### src/rtl/tabuleiro_pkg.sv
// Shared types, piece-type codes and geometry helpers for the placement board store.
package tabuleiro_pkg;

  localparam int TAB_DIM        = 8;
  localparam int N_CELULAS      = TAB_DIM * TAB_DIM;
  localparam int N_FROTA_PADRAO = 11;

  typedef enum logic [1:0] {
    EST_IDLE,
    EST_CHECK,
    EST_RESULT,
    EST_WRITE
  } estado_t;

  localparam logic [2:0] TIPO_SUBMARINO    = 3'd1;
  localparam logic [2:0] TIPO_CRUZADOR     = 3'd2;
  localparam logic [2:0] TIPO_HIDROAVIAO   = 3'd3;
  localparam logic [2:0] TIPO_ENCOURACADO  = 3'd4;
  localparam logic [2:0] TIPO_PORTA_AVIOES = 3'd5;

  // Length 0 marks an illegal type code.
  function automatic logic [2:0] len_navio(input logic [2:0] tipo);
    case (tipo)
      TIPO_SUBMARINO:    len_navio = 3'd1;
      TIPO_CRUZADOR:     len_navio = 3'd2;
      TIPO_HIDROAVIAO:   len_navio = 3'd3;
      TIPO_ENCOURACADO:  len_navio = 3'd4;
      TIPO_PORTA_AVIOES: len_navio = 3'd5;
      default:           len_navio = 3'd0;
    endcase
  endfunction

endpackage

### src/rtl/celula_navio.sv
// Combinational geometry: k-th cell of a piece from its anchor, off-board flag and
// the board indices of its four orthogonal neighbours.
module celula_navio (
  input  logic            [2:0] x1,
  input  logic            [2:0] y1,
  input  logic                  direcao,
  input  logic                  orientacao,
  input  logic            [2:0] k,
  output logic            [2:0] x,
  output logic            [2:0] y,
  output logic                  fora,
  output logic [3:0]      [5:0] viz_idx,
  output logic            [3:0] viz_ok
);

  logic signed [3:0] passo;
  logic signed [3:0] xs;
  logic signed [3:0] ys;

  always_comb begin
    passo = orientacao ? -$signed({1'b0, k}) : $signed({1'b0, k});
    xs    = $signed({1'b0, x1});
    ys    = $signed({1'b0, y1});
    if (direcao) ys = ys + passo;
    else         xs = xs + passo;
    // Sweep stays within -4..11, so bit 3 alone flags anything outside 0..7.
    fora = xs[3] | ys[3];
    x    = xs[2:0];
    y    = ys[2:0];

    viz_idx[0] = {y, x - 3'd1};
    viz_idx[1] = {y, x + 3'd1};
    viz_idx[2] = {y - 3'd1, x};
    viz_idx[3] = {y + 3'd1, x};
    viz_ok[0]  = !fora && (x != 3'd0);
    viz_ok[1]  = !fora && (x != 3'd7);
    viz_ok[2]  = !fora && (y != 3'd0);
    viz_ok[3]  = !fora && (y != 3'd7);
  end

endmodule

### src/rtl/verifica_armazena_peca.sv
// Board store and conflict checker for the placement phase. Defining
// TABULEIRO_ADJACENCIA_EN also rejects pieces touching an occupied orthogonal neighbour.
module verifica_armazena_peca
  import tabuleiro_pkg::*;
#(
  parameter int N_FROTA = N_FROTA_PADRAO
) (
  input  logic            clk,
  input  logic            reset,
  input  logic            valida,
  input  logic            ready,
  input  logic [2:0]      tipo,
  input  logic            jogador,
  input  logic [2:0]      X1,
  input  logic [2:0]      Y1,
  input  logic            direcao,
  input  logic            orientacao,
  input  logic            rd_jogador,
  input  logic [2:0]      rd_x,
  input  logic [2:0]      rd_y,
  output logic            conflito,
  output logic            verificado,
  output logic            gravado,
  output logic            ocupado,
  output logic [1:0][3:0] qtd_pecas,
  output logic [1:0]      completo,
  output logic            rd_celula
);

`ifdef TABULEIRO_ADJACENCIA_EN
  localparam bit ADJ_EN = 1'b1;
`else
  localparam bit ADJ_EN = 1'b0;
`endif

  localparam logic [3:0] FROTA = 4'(N_FROTA);

  estado_t                     estado_q, estado_d;
  logic                        jog_q, jog_d;
  logic [2:0]                  x1_q, x1_d, y1_q, y1_d;
  logic                        dir_q, dir_d, ori_q, ori_d;
  logic [2:0]                  len_q, len_d, k_q, k_d;
  logic                        erro_q, erro_d;
  logic [N_CELULAS-1:0]        mask_q, mask_d;
  logic                        pendente_q, pendente_d;
  logic [1:0][N_CELULAS-1:0]   tab_q, tab_d;
  logic [1:0][3:0]             qtd_q, qtd_d;
  logic                        conflito_q, conflito_d;
  logic                        verificado_q, verificado_d;
  logic                        gravado_q, gravado_d;
  logic                        rd_celula_q, rd_celula_d;

  logic [2:0]       len_in;
  logic [2:0]       cel_x, cel_y;
  logic             cel_fora;
  logic [5:0]       cel_idx;
  logic [3:0][5:0]  viz_idx;
  logic [3:0]       viz_ok;
  logic             ocup_cel, viz_ocup, erro_cel, ultima, pode_gravar;
  logic [1:0]       completo_w;

  celula_navio u_celula (
    .x1         (x1_q),
    .y1         (y1_q),
    .direcao    (dir_q),
    .orientacao (ori_q),
    .k          (k_q),
    .x          (cel_x),
    .y          (cel_y),
    .fora       (cel_fora),
    .viz_idx    (viz_idx),
    .viz_ok     (viz_ok)
  );

  assign len_in     = len_navio(tipo);
  assign cel_idx    = {cel_y, cel_x};
  assign completo_w = {qtd_q[1] == FROTA, qtd_q[0] == FROTA};

  always_comb begin
    ocup_cel = !cel_fora && tab_q[jog_q][cel_idx];
    viz_ocup = 1'b0;
    for (int i = 0; i < 4; i++)
      if (viz_ok[i] && tab_q[jog_q][viz_idx[i]]) viz_ocup = 1'b1;
    erro_cel    = cel_fora | ocup_cel | (ADJ_EN & viz_ocup);
    ultima      = (k_q == len_q - 3'd1);
    pode_gravar = ready && pendente_q && !completo_w[jog_q];
  end

  always_ff @(posedge clk) begin
    if (reset) estado_q <= EST_IDLE;
    else       estado_q <= estado_d;
  end

  always_comb begin
    estado_d = estado_q;
    case (estado_q)
      EST_IDLE: begin
        if (valida)           estado_d = (len_in == 3'd0) ? EST_RESULT : EST_CHECK;
        else if (pode_gravar) estado_d = EST_WRITE;
      end
      EST_CHECK:  if (ultima) estado_d = EST_RESULT;
      EST_RESULT: estado_d = EST_IDLE;
      EST_WRITE:  estado_d = EST_IDLE;
      default:    estado_d = EST_IDLE;
    endcase
  end

  always_comb begin
    jog_d        = jog_q;
    x1_d         = x1_q;
    y1_d         = y1_q;
    dir_d        = dir_q;
    ori_d        = ori_q;
    len_d        = len_q;
    k_d          = k_q;
    erro_d       = erro_q;
    mask_d       = mask_q;
    pendente_d   = pendente_q;
    tab_d        = tab_q;
    qtd_d        = qtd_q;
    conflito_d   = conflito_q;
    verificado_d = 1'b0;
    gravado_d    = 1'b0;
    rd_celula_d  = tab_q[rd_jogador][{rd_y, rd_x}];
    case (estado_q)
      EST_IDLE: begin
        if (valida) begin
          jog_d      = jogador;
          x1_d       = X1;
          y1_d       = Y1;
          dir_d      = direcao;
          ori_d      = orientacao;
          len_d      = len_in;
          k_d        = 3'd0;
          erro_d     = (len_in == 3'd0);
          mask_d     = '0;
          pendente_d = 1'b0;
        end
      end
      EST_CHECK: begin
        erro_d = erro_q | erro_cel;
        if (!cel_fora) mask_d[cel_idx] = 1'b1;
        k_d = k_q + 3'd1;
      end
      EST_RESULT: begin
        conflito_d   = erro_q;
        verificado_d = 1'b1;
        pendente_d   = !erro_q;
      end
      EST_WRITE: begin
        tab_d[jog_q] = tab_q[jog_q] | mask_q;
        qtd_d[jog_q] = qtd_q[jog_q] + 4'd1;
        gravado_d    = 1'b1;
        pendente_d   = 1'b0;
      end
      default: ;
    endcase
  end

  always_ff @(posedge clk) begin
    if (reset) begin
      pendente_q   <= 1'b0;
      tab_q        <= '0;
      qtd_q        <= '0;
      conflito_q   <= 1'b0;
      verificado_q <= 1'b0;
      gravado_q    <= 1'b0;
      rd_celula_q  <= 1'b0;
    end else begin
      pendente_q   <= pendente_d;
      tab_q        <= tab_d;
      qtd_q        <= qtd_d;
      conflito_q   <= conflito_d;
      verificado_q <= verificado_d;
      gravado_q    <= gravado_d;
      rd_celula_q  <= rd_celula_d;
    end
  end

  // Latched piece fields are only meaningful after a request, so they carry no reset.
  always_ff @(posedge clk) begin
    jog_q  <= jog_d;
    x1_q   <= x1_d;
    y1_q   <= y1_d;
    dir_q  <= dir_d;
    ori_q  <= ori_d;
    len_q  <= len_d;
    k_q    <= k_d;
    erro_q <= erro_d;
    mask_q <= mask_d;
  end

  assign conflito   = conflito_q;
  assign verificado = verificado_q;
  assign gravado    = gravado_q;
  assign ocupado    = (estado_q != EST_IDLE);
  assign qtd_pecas  = qtd_q;
  assign completo   = completo_w;
  assign rd_celula  = rd_celula_q;

endmodule

### config.mk
export PLATFORM = sky130hd
export DESIGN_NAME = verifica_armazena_peca
export DESIGN_NICKNAME = d
export VERILOG_FILES = /design/src/rtl/tabuleiro_pkg.sv /design/src/rtl/celula_navio.sv /design/src/rtl/verifica_armazena_peca.sv
export SDC_FILE = /design/constraint.sdc
export NUM_CORES = 1
export LEC_CHECK = 0
export ABC_AREA = 1
export ABC_CLOCK_PERIOD_IN_PS = 4900
export BUFFER_PORTS_ARGS = -buffer_cell sky130_fd_sc_hd__buf_4
export CAP_MARGIN = 20
export CORE_ASPECT_RATIO = 1.75
export CORE_UTILIZATION = 45
export CTS_CLUSTER_DIAMETER = 120
export CTS_CLUSTER_SIZE = 10
export DETAILED_ROUTE_END_ITERATION = 16
export PLACE_DENSITY = 0.66
export RECOVER_POWER = 50
export SYNTH_ARGS = -nofsm -noshare
export SYNTH_HDL_FRONTEND = slang
export SYNTH_SLANG_ARGS = --single-unit
### constraint.sdc
create_clock -name clk -period 4.9 [get_ports clk]
set_input_delay 0.735 -clock clk [delete_from_list [all_inputs] [get_ports clk]]
set_output_delay 0.735 -clock clk [all_outputs]
set_load 0.005 [all_outputs]
* Word-level counts from Yosys, hierarchy flattened
Index checks and enable logic that the tools add are counted.
Storage, ports and cells: output and inout bits 15, register bits 223, logic and storage cells 110, input port bits 23
Operators by class: muxes and demuxes 40, bitwise operators 5, order comparisons 6, equal/unequal tests 15, reductions and logical operators 19, add/sub/neg operators 6
Operators by type and width (number):
- 64-bit two-way mux | 7
- 128-bit bitwise mux | 1
- 64-bit OR | 2
- 64-bit case mux with 2 select lines | 1
- 64-bit demux with 1-bit select | 1
- 4-bit two-way mux | 6
- 3-bit case mux with 5 select lines | 1
- 6-bit by 7-bit less-than comparator with 1-bit output (second input constant) | 2
- 1-bit binary-select mux with 6-bit select | 2
- 1-bit two-way mux | 9
- 4-bit adder | 2
- 8-bit bitwise mux | 1
- 4-bit equality test (second input constant) | 2
- 2-bit two-way mux | 4
- 2-bit AND reduction | 4
- 1-bit demux with 6-bit select | 1
- 3-bit by 2-bit equality test with 1-bit output (second input constant) | 2
- 3-bit equality test (second input constant) | 2
- 6-bit by 1-bit >= comparator with 1-bit output (second input constant) | 1
- 2-bit != test (second input constant) | 3
- 2-bit case mux with 3 select lines | 1
- 3-bit case mux with 2 select lines | 1
- 1-bit logical AND | 5
- 4-bit by 1-bit adder with 4-bit output (second input constant) | 1
- other kinds (22) | 29

* Longest topological paths before layout
word-level depth 11, mapped depth 21, gate-level depth less buffers 20

* Cells and area by module
Synthesis repeated with hierarchy kept, for this count alone.
Unflattened totals: cell total of the unflattened synthesis 1619, area, all modules 11592.4 µm²
By module, submodules not included:
- verifica_armazena_peca | sequential area each 5265.0 µm², cells an instance 1506, area an instance 10905.5 µm², instances 1
- celula_navio | sequential area each 0.0 µm², cells an instance 113, area an instance 686.9 µm², instances 1

* Least setup slack after synthesis
OpenSTA, ideal clock, no wires.
kind register to register, start point register k_q[0], end point register mask_q[0], enable pin, data required time 4476 ps, data arrival time 3030 ps, period minus slack after synthesis 3454 ps, cell stages (with the launch flop) 14, library setup time 424 ps, path buffers 0, setup slack 1446 ps, cells stage by stage edfxtp_1 > inv_1 > ha_1 > nand2_1 > o21ai_0 > ha_1 > nand2_1 > nand2_1 > nand2_1 > nand2_1 > nand2_1 > nand3_1 > nand3_1 > nand2_1
Between the ends: word-level cells in the longest chain between the ends 7, elaborated cells between the ends (all ways) 9, classes of those cells add/sub: 3; eq/ne: 1; mux: 3; bitwise: 1; reduce/logical: 1
Ends and longest elaborated chain:
- from (decl) | line verifica_armazena_peca.sv:42 | logic [2:0] len_q, len_d, k_q, k_d;
- from (signal assigned) | line verifica_armazena_peca.sv:188 | k_q <= k_d;
- 3-bit negation with 4-bit output | line celula_navio.sv:21 | passo = orientacao ? -$signed({1'b0, k}) : $signed({1'b0, k});
- 4-bit two-way mux * | line celula_navio.sv:21
- 4-bit adder, on equally long branches | line celula_navio.sv:25, celula_navio.sv:24
- 4-bit two-way mux | line celula_navio.sv:24 | if (direcao) ys = ys + passo;
- 1-bit OR * | line celula_navio.sv:27 | fora = xs[3] | ys[3];
- 2-bit != test (no line) *
- 3-bit AND reduction (no line) *
- to (signal assigned) | line verifica_armazena_peca.sv:190 | mask_q <= mask_d;
- to (decl) | line verifica_armazena_peca.sv:44 | logic [N_CELULAS-1:0] mask_q, mask_d;
Mark *: on every way between the ends. The rest lies on a longest branch, timed or not. A chain may end at the register's enable or synchronous reset.

* Worst setup path after layout
start point register jog_q, end point register tab_q[92] (netlist name)
Between the ends: word-level cells in the longest chain between the ends 5, elaborated cells between the ends (all ways) 9, classes of those cells order compare: 2; mux: 5; bitwise: 1; reduce/logical: 1
Ends and longest elaborated chain:
- from (decl) | line verifica_armazena_peca.sv:39 | logic jog_q, jog_d;
- from (signal assigned) | line verifica_armazena_peca.sv:182 | jog_q <= jog_d;
- 1-bit by 2-bit less-than comparator with 1-bit output (implied by the code) / 1-bit >= comparator (equally long branches) | line verifica_armazena_peca.sv:151 | tab_d[jog_q] = tab_q[jog_q] | mask_q;
- 1-bit logical AND (implied by the code) | line verifica_armazena_peca.sv:151
- 64-bit two-way mux (implied by the code) | line verifica_armazena_peca.sv:151
- 64-bit demux with 1-bit select | line verifica_armazena_peca.sv:151
- 128-bit bitwise mux * | line verifica_armazena_peca.sv:151
- to (signal assigned) | line verifica_armazena_peca.sv:171 | tab_q <= tab_d;
- to (decl) | line verifica_armazena_peca.sv:46 | logic [1:0][N_CELULAS-1:0] tab_q, tab_d;
Mark *: on every way between the ends. The rest lies on a longest branch, timed or not. The select of a mux whose other input is x is not followed.

==> results by stage <==
Timing:
- Hold is met by 0.401 ns.
- Setup violations remaining at the end of the flow were counted as 0.
- Setup repair after global routing left no endpoint under its margin.
- The minimum period implied by the final worst setup slack is 3.93 ns.
- In the finished design, the share of the clock period the worst path needs comes to 0.801.
- The post-route setup TNS is 0 ns.
- Timing would allow up to 255 MHz.
- The relative slew slack is -0.482.
- Across the routed clock network, the largest skew measured is 0.0165 ns.
- The max-slew violation total from the final report is ~260.
- The transition time of the tightest slew-check pin is 2.22 ns.
- The number of hold violations in the final report is 0.

Finish:
- The library cell used most frequently in the layout, excluding fill and tap cells, is sky130_fd_sc_hd__nand2_1.
- The area added between synthesis and finish is 9.00%.
- The top cell types in the final layout, fill and taps aside, are sky130_fd_sc_hd__nand2_1 (488), sky130_fd_sc_hd__a21oi_1 (209), sky130_fd_sc_hd__nor2_1 (178).
- For this run, the share of the core covered by cells in the final layout is 0.497.
- The number of nets in the finished design is between 1500 and 2000.
- The layout cell share with drive strength beyond 1 is 0.0620.
- The number of antenna diodes in the final layout is 0.
- The filler-free cell count of the finished design is between 1500 and 2000.

Clock network:
- TritonCTS built the clock tree.
- For this design, the CTS-stage hold fixing added 0 buffers.
- The buffer levels on the longest clock path is 3.
- Post-CTS timing repair inserted 0 buffers for setup.
- The register clock-pin slew on the reported worst setup and hold paths is around 0.060 ns.
- The H-tree depth is 1.
- The clock root buffer is sky130_fd_sc_hd__clkbuf_16.
- The number of cells upsized or downsized after cts is 0.
- The clock sink count is 223.
- The later pin in the worst-skew pair is clocked with a latency of 0.54 ns.
- The number of buffers added by the clock tree synthesis step is 26.

Synth:
- Of the post-synthesis cell area, the dominant cell type holds 0.250.
- The instance count of the mapped netlist is approximately 1600.
- The sequential fraction of the synthesis area is 0.459.
- The post-synth design cell area is 0.0115 mm^2.
- The count of unique library cells instantiated by Yosys is 32.
- The number of nets handed over by synthesis was 1637.
- sky130_fd_sc_hd__dfxtp_1 takes more of the synthesized area than any other cell.
- The average instance in the mapped netlist occupies 7.16 um^2.
- For this run, the number of Yosys warnings is 0.
- In this run, synthesis produced a sequential element count of 223.
- Yosys attributes the largest share of cell area to sky130_fd_sc_hd__dfxtp_1 (25%), sky130_fd_sc_hd__edfxtp_1 (21%), sky130_fd_sc_hd__nand2_1 (16%), sky130_fd_sc_hd__a21oi_1 (9.1%), sky130_fd_sc_hd__o21ai_0 (7.6%).

Die:
- The starting utilization of the core area is 0.456.
- The floorplan has 77 rows.
- The boundary pin count is 38.
- The horizontal die dimension is ~120 um.
- The height of the die is 213 um.
- The die covers 0.0262 mm^2.
- The core region is ~0.025 mm^2.

Power and ir drop:
- The power spent charging and discharging nets is 2.60 mW.
- The share of power burned in the clock network is 0.268.
- The switching share of power is 0.393.
- The total design power is 6.62 mW.
- The share of total power dissipated in sequential elements is 0.412.
- VDD sags by at most 0.411 mV.
- The power density of the placed cells is 529 mW/mm^2.
- The analysis attributes to cell leakage a power of between 5 and 6 nW.
- The fraction of power consumed by combinational cells is 0.320.
- The cell internal power dissipation is 4.02 mW.

Global routing:
- The wire length of the first global-routing pass is 55400 um.
- Global routing finished with a remaining overflow of 0.
- The initial antenna violation count was 0.
- The via count of the first global-routing pass was 10400.
- The total track usage is 0.277.
- The largest net degree at the start of global routing is 97.

Status:
- The flow ran to the end, but the final reports show violations.
- The final reports fail on max-capacitance violations, max-slew violations.

Worst setup path:
- The type of element launching the critical path is a flip-flop.
- The critical path required time is 5.35 ns.
- The critical path data arrival time is 4.38 ns.
- The capturing element type of the critical path is a flip-flop.
- In this run the worst path has a maximum fanout of 84.
- The type of the worst setup path is reg -> reg.

Route:
- Using the TritonRoute via totals, the vias-per-cell ratio works out to 5.74.
- After detailed routing, the number of remaining DRC violations is 0.
- The total iterations of the first detailed-routing run is 7.
- The average wire per standard cell is 18.6 um.
- The count of routing violations after the opening detailed-route iteration is about 1000.
- For this block, the via count after detailed routing is 11000.
- Summed over all layers, the routed wires come to 35500 um.
- Once detail routing completed, the nets flagged for antenna violations numbered 0.

Placement:
- Buffers placed on the I/O ports in this run total 37.
- The post-detailed-placement half-perimeter wirelength is 22300 um.
- Routability-driven placement finished with a final weighted congestion of about 0.86.
- In this run, placement finished with an instance count of 1868.

Run:
- Across the run, the number of max-cap violations was 6.

Worst hold path:
- In this run the worst hold path is classified as in -> reg.
==> critical path, cell delays in order (launching register included) <==
cell and delay, ns:
sky130_fd_sc_hd__edfxtp_1 0.35, sky130_fd_sc_hd__inv_1 0.66, sky130_fd_sc_hd__buf_4 0.55, sky130_fd_sc_hd__nor2_2 1.43
sky130_fd_sc_hd__buf_12 0.40, sky130_fd_sc_hd__o21ai_0 0.14, sky130_fd_sc_hd__a21oi_1 0.21
==> final timing paths <==
| check | startpoint | endpoint | slack, ns | depth (start not counted) |
|---|---|---|---|---|
| max reg2reg | jog_q | tab_q[92] | 0.97 | 6 |
| max | jog_q | tab_q[92] | 0.97 | 6 |
| min | Y1[0] | y1_q[0] | 0.40 | 1 |
| min reg2reg | pendente_q | pendente_q | 0.48 | 2 |
==> flip-flops by register name, indices dropped and copies added, names as in the netlist <==
register / cells
tab_q: 128
len_q: 3
estado_q: 2
ori_q: 1
erro_q: 1
k_q: 3
verificado: 1
mask_q: 64
dir_q: 1
jog_q: 1
pendente_q: 1
conflito: 1
y1_q: 3
x1_q: 3
qtd_pecas: 8
gravado: 1
rd_celula: 1
==> layer usage <==
layer,global-route usage,up-vias,routed length [um]
li1,-,5253,-
met1,0.314,5114,13300
met2,0.479,497,17700
met3,0.0288,120,2170
met4,0.193,0,2390
met5,0,-,0
==> stage by stage <==
step | cell area, um^2 | setup WS, ns
floorplan | 11500 | 1.45
global placement | 11800 | 1.66
detailed placement | 11800 | 1.57
CTS | 12500 | 1.48
global route | 12500 | 0.721
finish | 12500 | 0.974
==> cell usage after synthesis (all sizes together) <==
library cell / n
clkbuf: 39
dfxtp: 143
xor2: 5
or2: 2
inv: 65
buf: 63
nand3b: 1
xnor2: 2
a21oi: 209
nand2: 491
nand3: 90
o21ai: 181
nand4: 4
o22ai: 11
nor2: 193
fa: 2
edfxtp: 80
and2: 5
o21bai: 1
nor3: 4
o211ai: 1
ha: 10
==> final cells by class <==
class / count / area, um^2
Clock buffer: 45 / 743
Sequential cell: 223 / 5270
Tap cell: 316 / 395
Timing Repair Buffer: 52 / 389
Inverter: 65 / 244
Clock inverter: 1 / 8.76
Fill cell: 2456 / 12600
Multi-Input combinational cell: 1212 / 5460
==> power by group through the flow <==
| stage | clock network, mW | registers (mW) | logic, mW |
|---|---|---|---|
| 6_report | 1.77 | 2.73 | 2.12 |
| 5_1_grt | 1.87 | 2.77 | 2.32 |
| 4_1_cts | 1.79 | 2.71 | 2.11 |
| 3_5_place_dp | 0 | 2.74 | 2.10 |
| 3_3_place_gp | 0 | 2.74 | 2.07 |
| 2_1_floorplan | 0 | 2.65 | 1.53 |
==> logic make-up after synthesis <==
group                      count (synthesis)  synth area share
adders and majority gates                 12            0.0144
DFF                                      223             0.459
and+or+nand+nor                          790             0.279
AOI/OAI and AO/OA                        403             0.178
buffers and inverters                    167            0.0648
xor gates and xnor gates                   7           0.00535
Power figures use the tool's default switching activity.
